## src/rtl/race_pkg.sv

```systemverilog
// Shared race state codes, winner codes and state-bus width for the game
// sequencer, the physics engines and the display path.
package race_pkg;

  localparam int STATE_W = 3;

  // Code 2 is reserved; codes 2 and 7 are never driven.
  typedef enum logic [STATE_W-1:0] {
    ST_IDLE      = 3'd0,
    ST_SETTING   = 3'd1,
    ST_COUNTDOWN = 3'd3,
    ST_RACING    = 3'd4,
    ST_PAUSE     = 3'd5,
    ST_FINISH    = 3'd6
  } race_state_e;

  localparam logic [1:0] WIN_NONE = 2'd0;
  localparam logic [1:0] WIN_CAR1 = 2'd1;
  localparam logic [1:0] WIN_CAR2 = 2'd2;
  localparam logic [1:0] WIN_TIE  = 2'd3;

endpackage

```

## src/rtl/tick_divider.sv

```systemverilog
// Enabled prescaler: one-cycle tick every DIV enabled cycles; clr restarts the
// count and holds when en is low so partial periods are kept.
module tick_divider #(
  parameter int DIV = 10,
  parameter int W   = (DIV > 1) ? $clog2(DIV) : 1
) (
  input  logic clk,
  input  logic rst,
  input  logic en,
  input  logic clr,
  output logic tick
);

  localparam logic [W-1:0] TERM = W'(DIV - 1);

  logic [W-1:0] cnt_q, cnt_d;

  always_comb begin
    cnt_d = cnt_q;
    if (clr) begin
      cnt_d = '0;
    end else if (en) begin
      cnt_d = (cnt_q == TERM) ? '0 : cnt_q + W'(1);
    end
  end

  always_ff @(posedge clk) begin
    if (rst) begin
      cnt_q <= '0;
    end else begin
      cnt_q <= cnt_d;
    end
  end

  assign tick = en && !clr && (cnt_q == TERM);

endmodule

```

## src/rtl/race_controller.sv

```systemverilog
// Game sequencer: drives the shared state bus, countdown, race timer and winner.
// Defining RACE_TIMEOUT_EN ends a race with no winner when the timer hits TIMEOUT_CS.
module race_controller #(
  parameter int CLK_FREQ      = 100_000_000,
  parameter int COUNTDOWN_SEC = 3,
  parameter int TIMEOUT_CS    = 60000
) (
  input  logic        clk,
  input  logic        rst,
  input  logic        start_pulse,
  input  logic        pause_pulse,
  input  logic        settings_done,
  input  logic        p1_finish,
  input  logic        p2_finish,
  output logic [2:0]  state,
  output logic [2:0]  countdown_val,
  output logic [15:0] race_time_cs,
  output logic [1:0]  winner,
  output logic        state_change
);
  import race_pkg::*;

  localparam int             PRESC_W     = $clog2(CLK_FREQ);
  localparam int             CS_DIV      = CLK_FREQ / 100;
  localparam logic [2:0]     CD_INIT     = 3'(COUNTDOWN_SEC);
  localparam logic [15:0]    TIMEOUT_VAL = 16'(TIMEOUT_CS);
`ifdef RACE_TIMEOUT_EN
  localparam bit             TIMEOUT_ON  = 1'b1;
`else
  localparam bit             TIMEOUT_ON  = 1'b0;
`endif

  function automatic logic [15:0] sat_inc16(input logic [15:0] v);
    return (v == 16'hFFFF) ? v : v + 16'd1;
  endfunction

  race_state_e state_q, state_d;
  logic [2:0]  cd_q, cd_d;
  logic [15:0] time_q, time_d;
  logic [1:0]  win_q, win_d;
  logic        chg_q, chg_d;

  logic        sec_tick, cs_tick;
  logic        enter_cd;
  logic [15:0] time_inc;

  // Both prescalers restart on countdown entry so every race times from zero.
  assign enter_cd = (state_q == ST_SETTING) && settings_done;
  assign time_inc = sat_inc16(time_q);

  tick_divider #(.DIV(CLK_FREQ), .W(PRESC_W)) u_sec_div (
    .clk  (clk),
    .rst  (rst),
    .en   (state_q == ST_COUNTDOWN),
    .clr  (enter_cd),
    .tick (sec_tick)
  );

  tick_divider #(.DIV(CS_DIV), .W(PRESC_W)) u_cs_div (
    .clk  (clk),
    .rst  (rst),
    .en   (state_q == ST_RACING),
    .clr  (enter_cd),
    .tick (cs_tick)
  );

  always_comb begin
    state_d = state_q;
    cd_d    = cd_q;
    time_d  = time_q;
    win_d   = win_q;
    case (state_q)
      ST_IDLE: begin
        if (start_pulse) state_d = ST_SETTING;
      end
      ST_SETTING: begin
        if (settings_done) begin
          state_d = ST_COUNTDOWN;
          cd_d    = CD_INIT;
          time_d  = '0;
          win_d   = WIN_NONE;
        end
      end
      ST_COUNTDOWN: begin
        if (sec_tick) begin
          if (cd_q <= 3'd1) begin
            state_d = ST_RACING;
            cd_d    = '0;
          end else begin
            cd_d = cd_q - 3'd1;
          end
        end
      end
      ST_RACING: begin
        if (cs_tick) time_d = time_inc;
        // Finish beats timeout, timeout beats pause.
        if (p1_finish || p2_finish) begin
          state_d = ST_FINISH;
          win_d   = {p2_finish, p1_finish};
        end else if (TIMEOUT_ON && cs_tick && (time_inc == TIMEOUT_VAL)) begin
          state_d = ST_FINISH;
          win_d   = WIN_NONE;
        end else if (pause_pulse) begin
          state_d = ST_PAUSE;
        end
      end
      ST_PAUSE: begin
        if (start_pulse)      state_d = ST_IDLE;
        else if (pause_pulse) state_d = ST_RACING;
      end
      ST_FINISH: begin
        if (start_pulse) state_d = ST_IDLE;
      end
      default: state_d = ST_IDLE;
    endcase
    chg_d = (state_d != state_q);
  end

  always_ff @(posedge clk) begin
    if (rst) begin
      state_q <= ST_IDLE;
      cd_q    <= '0;
      time_q  <= '0;
      win_q   <= WIN_NONE;
      chg_q   <= 1'b0;
    end else begin
      state_q <= state_d;
      cd_q    <= cd_d;
      time_q  <= time_d;
      win_q   <= win_d;
      chg_q   <= chg_d;
    end
  end

  assign state         = state_q;
  assign countdown_val = cd_q;
  assign race_time_cs  = time_q;
  assign winner        = win_q;
  assign state_change  = chg_q;

endmodule

```

## config.mk

```make
export PLATFORM = sky130hd
export DESIGN_NAME = race_controller
export DESIGN_NICKNAME = d
export VERILOG_FILES = /design/src/rtl/race_pkg.sv /design/src/rtl/tick_divider.sv /design/src/rtl/race_controller.sv
export SDC_FILE = /design/constraint.sdc
export NUM_CORES = 1
export LEC_CHECK = 0
export ABC_AREA = 1
export CAP_MARGIN = 20
export CORE_MARGIN = 1.5
export CORE_UTILIZATION = 40
export CTS_CLUSTER_SIZE = 40
export DETAILED_ROUTE_END_ITERATION = 10
export DONT_BUFFER_PORTS = 1
export PLACE_DENSITY = 0.61
export SLEW_MARGIN = 20
export SYNTH_ARGS = -nofsm -noshare
export SYNTH_HDL_FRONTEND = slang
export SYNTH_SLANG_ARGS = --single-unit
```

## constraint.sdc

```tcl
create_clock -name clk -period 1.9 [get_ports clk]
set_input_delay 0.095 -clock clk [delete_from_list [all_inputs] [get_ports clk]]
set_output_delay 0.095 -clock clk [all_outputs]
set_load 0.03 [all_outputs]
```

==> out/metrics.csv <==
metric,value,unit
path_max_fanout,5,
async_reset_ff_frac,0,
initial_utilization,0.417,
fp.dieH,110,um
synth_edf_count,0,
period_share,0.936,
fin_crit,1.78,ns
ir_worst_vdd,0.000461,V
final_cell_mix,"172 x nand2_1, 113 x nor2_1, 78 x dfxtp_1",
fill_cells,1102,
end_kind,flop,
io_buffers,0,
syn_to_final_growth,18.1,%
worstPathRequired,2.12,ns
clkTransAtPathRegs,0.06,ns
worst_pin_slew,0.953,ns
yosysSeqAreaShare,0.344,
final.setup_skew,0.00748,ns
regArea,1580,um^2
finalSetupTns,0,ns
nets,758,
finalHoldViolations,0,
synth_nets,718,
clk_latency,0.34,ns
cts_made_buffers,9,
ant_nets,0,
p_comb_frac,0.052,
finalMaxSlewViolations,0,
outcome,"complete, no violations",
p_per_area,711,nW/um^2
core,11000,um^2
grt_max_degree,24,
io_pins,32,
grt-ovfl-total,0,
grt_pass1_wl,19.1,mm
grt_pass1_vias,4178,
die_area,12200,um^2
cts_buffer_depth,2,
route.vias.total,4617,
synthFlopType,dfxtp_1,
critPathArrivalTime,2.00,ns
worstSetupPathType,reg -> reg,
multi_input_area,2670,um^2
synth_area_per_cell,6.52,um^2
htree_levels,3,
dp_hpwl,8.73,mm
relSlewSlack,0.363,
finalSetupViolCount,0,
synth.ff_latch_count,79,
internal-power,3.02,mW
final_common_cell,nand2_1,
yosysUniqueCellTypes,41,
antenna_found_initial,0,
rows,38,
p_leak,2.09,nW
power_switching,0.843,mW
first_iter_violations,368,
switching_share,0.218,
timing.hold.ws,0.0670,ns
ys_warn_count,0,
p_total,3.86,mW
antenna_cells_inserted,0,
p_clk_frac,0.511,
wl_per_cell,13.4,um
wl,11.9,mm
worstHoldPathType,in -> reg,
final_util,0.493,
max_cap_viol_count,0,
netlist_area,4600,um^2
drive_gt1_frac,0.116,
routed_via_density,5.18,
drc,0,
first_pass_iters,5,
pwr-share-seq,0.437,
start_kind,flop,
grt.total_usage,0.200,
cts.sink_count,79,
root_buffer,clkbuf_16,
cts_tree,done,
rsz0062_at_grt,no,
clock.fmax,563,MHz
synth_cells,706,
gp_congestion,0.885,
die_w,110,um
[final timing paths]
check | start | depth (start not counted) | slack (ns) | end
max | u_cs_div.cnt_q[0]$_SDFFE_PP0P_ | 7 | 0.12 | u_cs_div.cnt_q[17]$_SDFFE_PP0P_
max reg2reg | u_cs_div.cnt_q[0]$_SDFFE_PP0P_ | 7 | 0.12 | u_cs_div.cnt_q[17]$_SDFFE_PP0P_
min reg2reg | u_cs_div.cnt_q[25]$_SDFFE_PP0P_ | 2 | 0.49 | u_cs_div.cnt_q[25]$_SDFFE_PP0P_
min | start_pulse | 3 | 0.07 | state[2]$_SDFF_PP0_
[cells in the mapped netlist, types with 3 or more instances]
library cell / instances / area share
nand2_2: 3 / 0.0041
nand4_1: 25 / 0.034
nor2_4: 5 / 0.012
nor4_1: 4 / 0.0054
xor2_1: 19 / 0.036
nand3_1: 54 / 0.059
inv_2: 4 / 0.0033
nand2_1: 174 / 0.14
ha_1: 5 / 0.014
a211oi_1: 3 / 0.0049
nor2_1: 114 / 0.093
o21a_1: 4 / 0.0065
o21ai_0: 11 / 0.012
a21oi_1: 48 / 0.052
xnor2_1: 6 / 0.011
nor3_1: 28 / 0.030
clkbuf_1: 5 / 0.0041
nor3b_1: 3 / 0.0049
nand3b_1: 3 / 0.0049
dfxtp_1: 79 / 0.34
inv_1: 77 / 0.063
buf_4: 3 / 0.0049
buf_2: 5 / 0.0054
[per-stage QoR]
step,std cells,area [um^2],worst slack (ns)
floorplan,706,4600,0.0739
global placement,866,4970,0.190
detailed placement,866,4970,0.0793
CTS,885,5340,0.0425
global route,891,5430,0.00579
finish,891,5430,0.122
[registers in the layout (all words and copies together), names as in the netlist]
name and cells:
u_cs_div.cnt_q 27, u_sec_div.cnt_q 27, state 3, winner 2, countdown_val 3, race_time_cs 16
state_change 1
[metal layers]
metal / track usage / vias to the layer above / wire length, um
li1: - / 2374 / -
met1: 0.253 / 2119 / 5510
met2: 0.332 / 107 / 5720
met3: 0.0529 / 17 / 533
met4: 0.0614 / 0 / 172
met5: 0 / - / 0
[cell families after synthesis]
group / Yosys count / share of synthesized area
simple gates: 426 / 0.420
xor+xnor: 25 / 0.0476
compound gates: 75 / 0.0897
flops: 79 / 0.344
buf+inv: 96 / 0.0849
fa+ha+maj: 5 / 0.0136
[cell type report]
| cell class | count | area share |
|---|---|---|
| multi-input cells | 531 | 0.492 |
| flip-flops and latches | 79 | 0.291 |
| repair buffers | 42 | 0.0617 |
| inverters | 82 | 0.0592 |
| clock buffers | 11 | 0.0428 |
| well taps | 140 | 0.0322 |
| clock inverters | 5 | 0.0196 |
| repair inverters | 1 | 0.00138 |
[power groups by stage]
stage	clock [mW]	combinational (mW)	sequential, mW
finish	1.97	0.201	1.69
floorplan	0	0.112	1.74
global placement	0	0.172	1.72
global route	2.08	0.222	1.69
detailed placement	0	0.175	1.72
CTS	2.02	0.189	1.69
[critical path, stage by stage (launching register included)]
cell,delay [ns]
dfxtp_1,0.35
inv_1,0.10
nor3_1,0.36
nand2_1,0.26
nor4_1,0.34
nand4_1,0.13
nand2_1,0.08
nor2_1,0.04
[timing repair]
item | 4_1_cts | 5_1_grt
resized for setup | 0 | 15
setup endpoints to repair | 0 | 24
hold buffers | 3 | 0
endpoints found under the hold margin | 25 | 0
buffers inserted | 0 | 5
No activity file was read; power rests on OpenSTA's default activity.
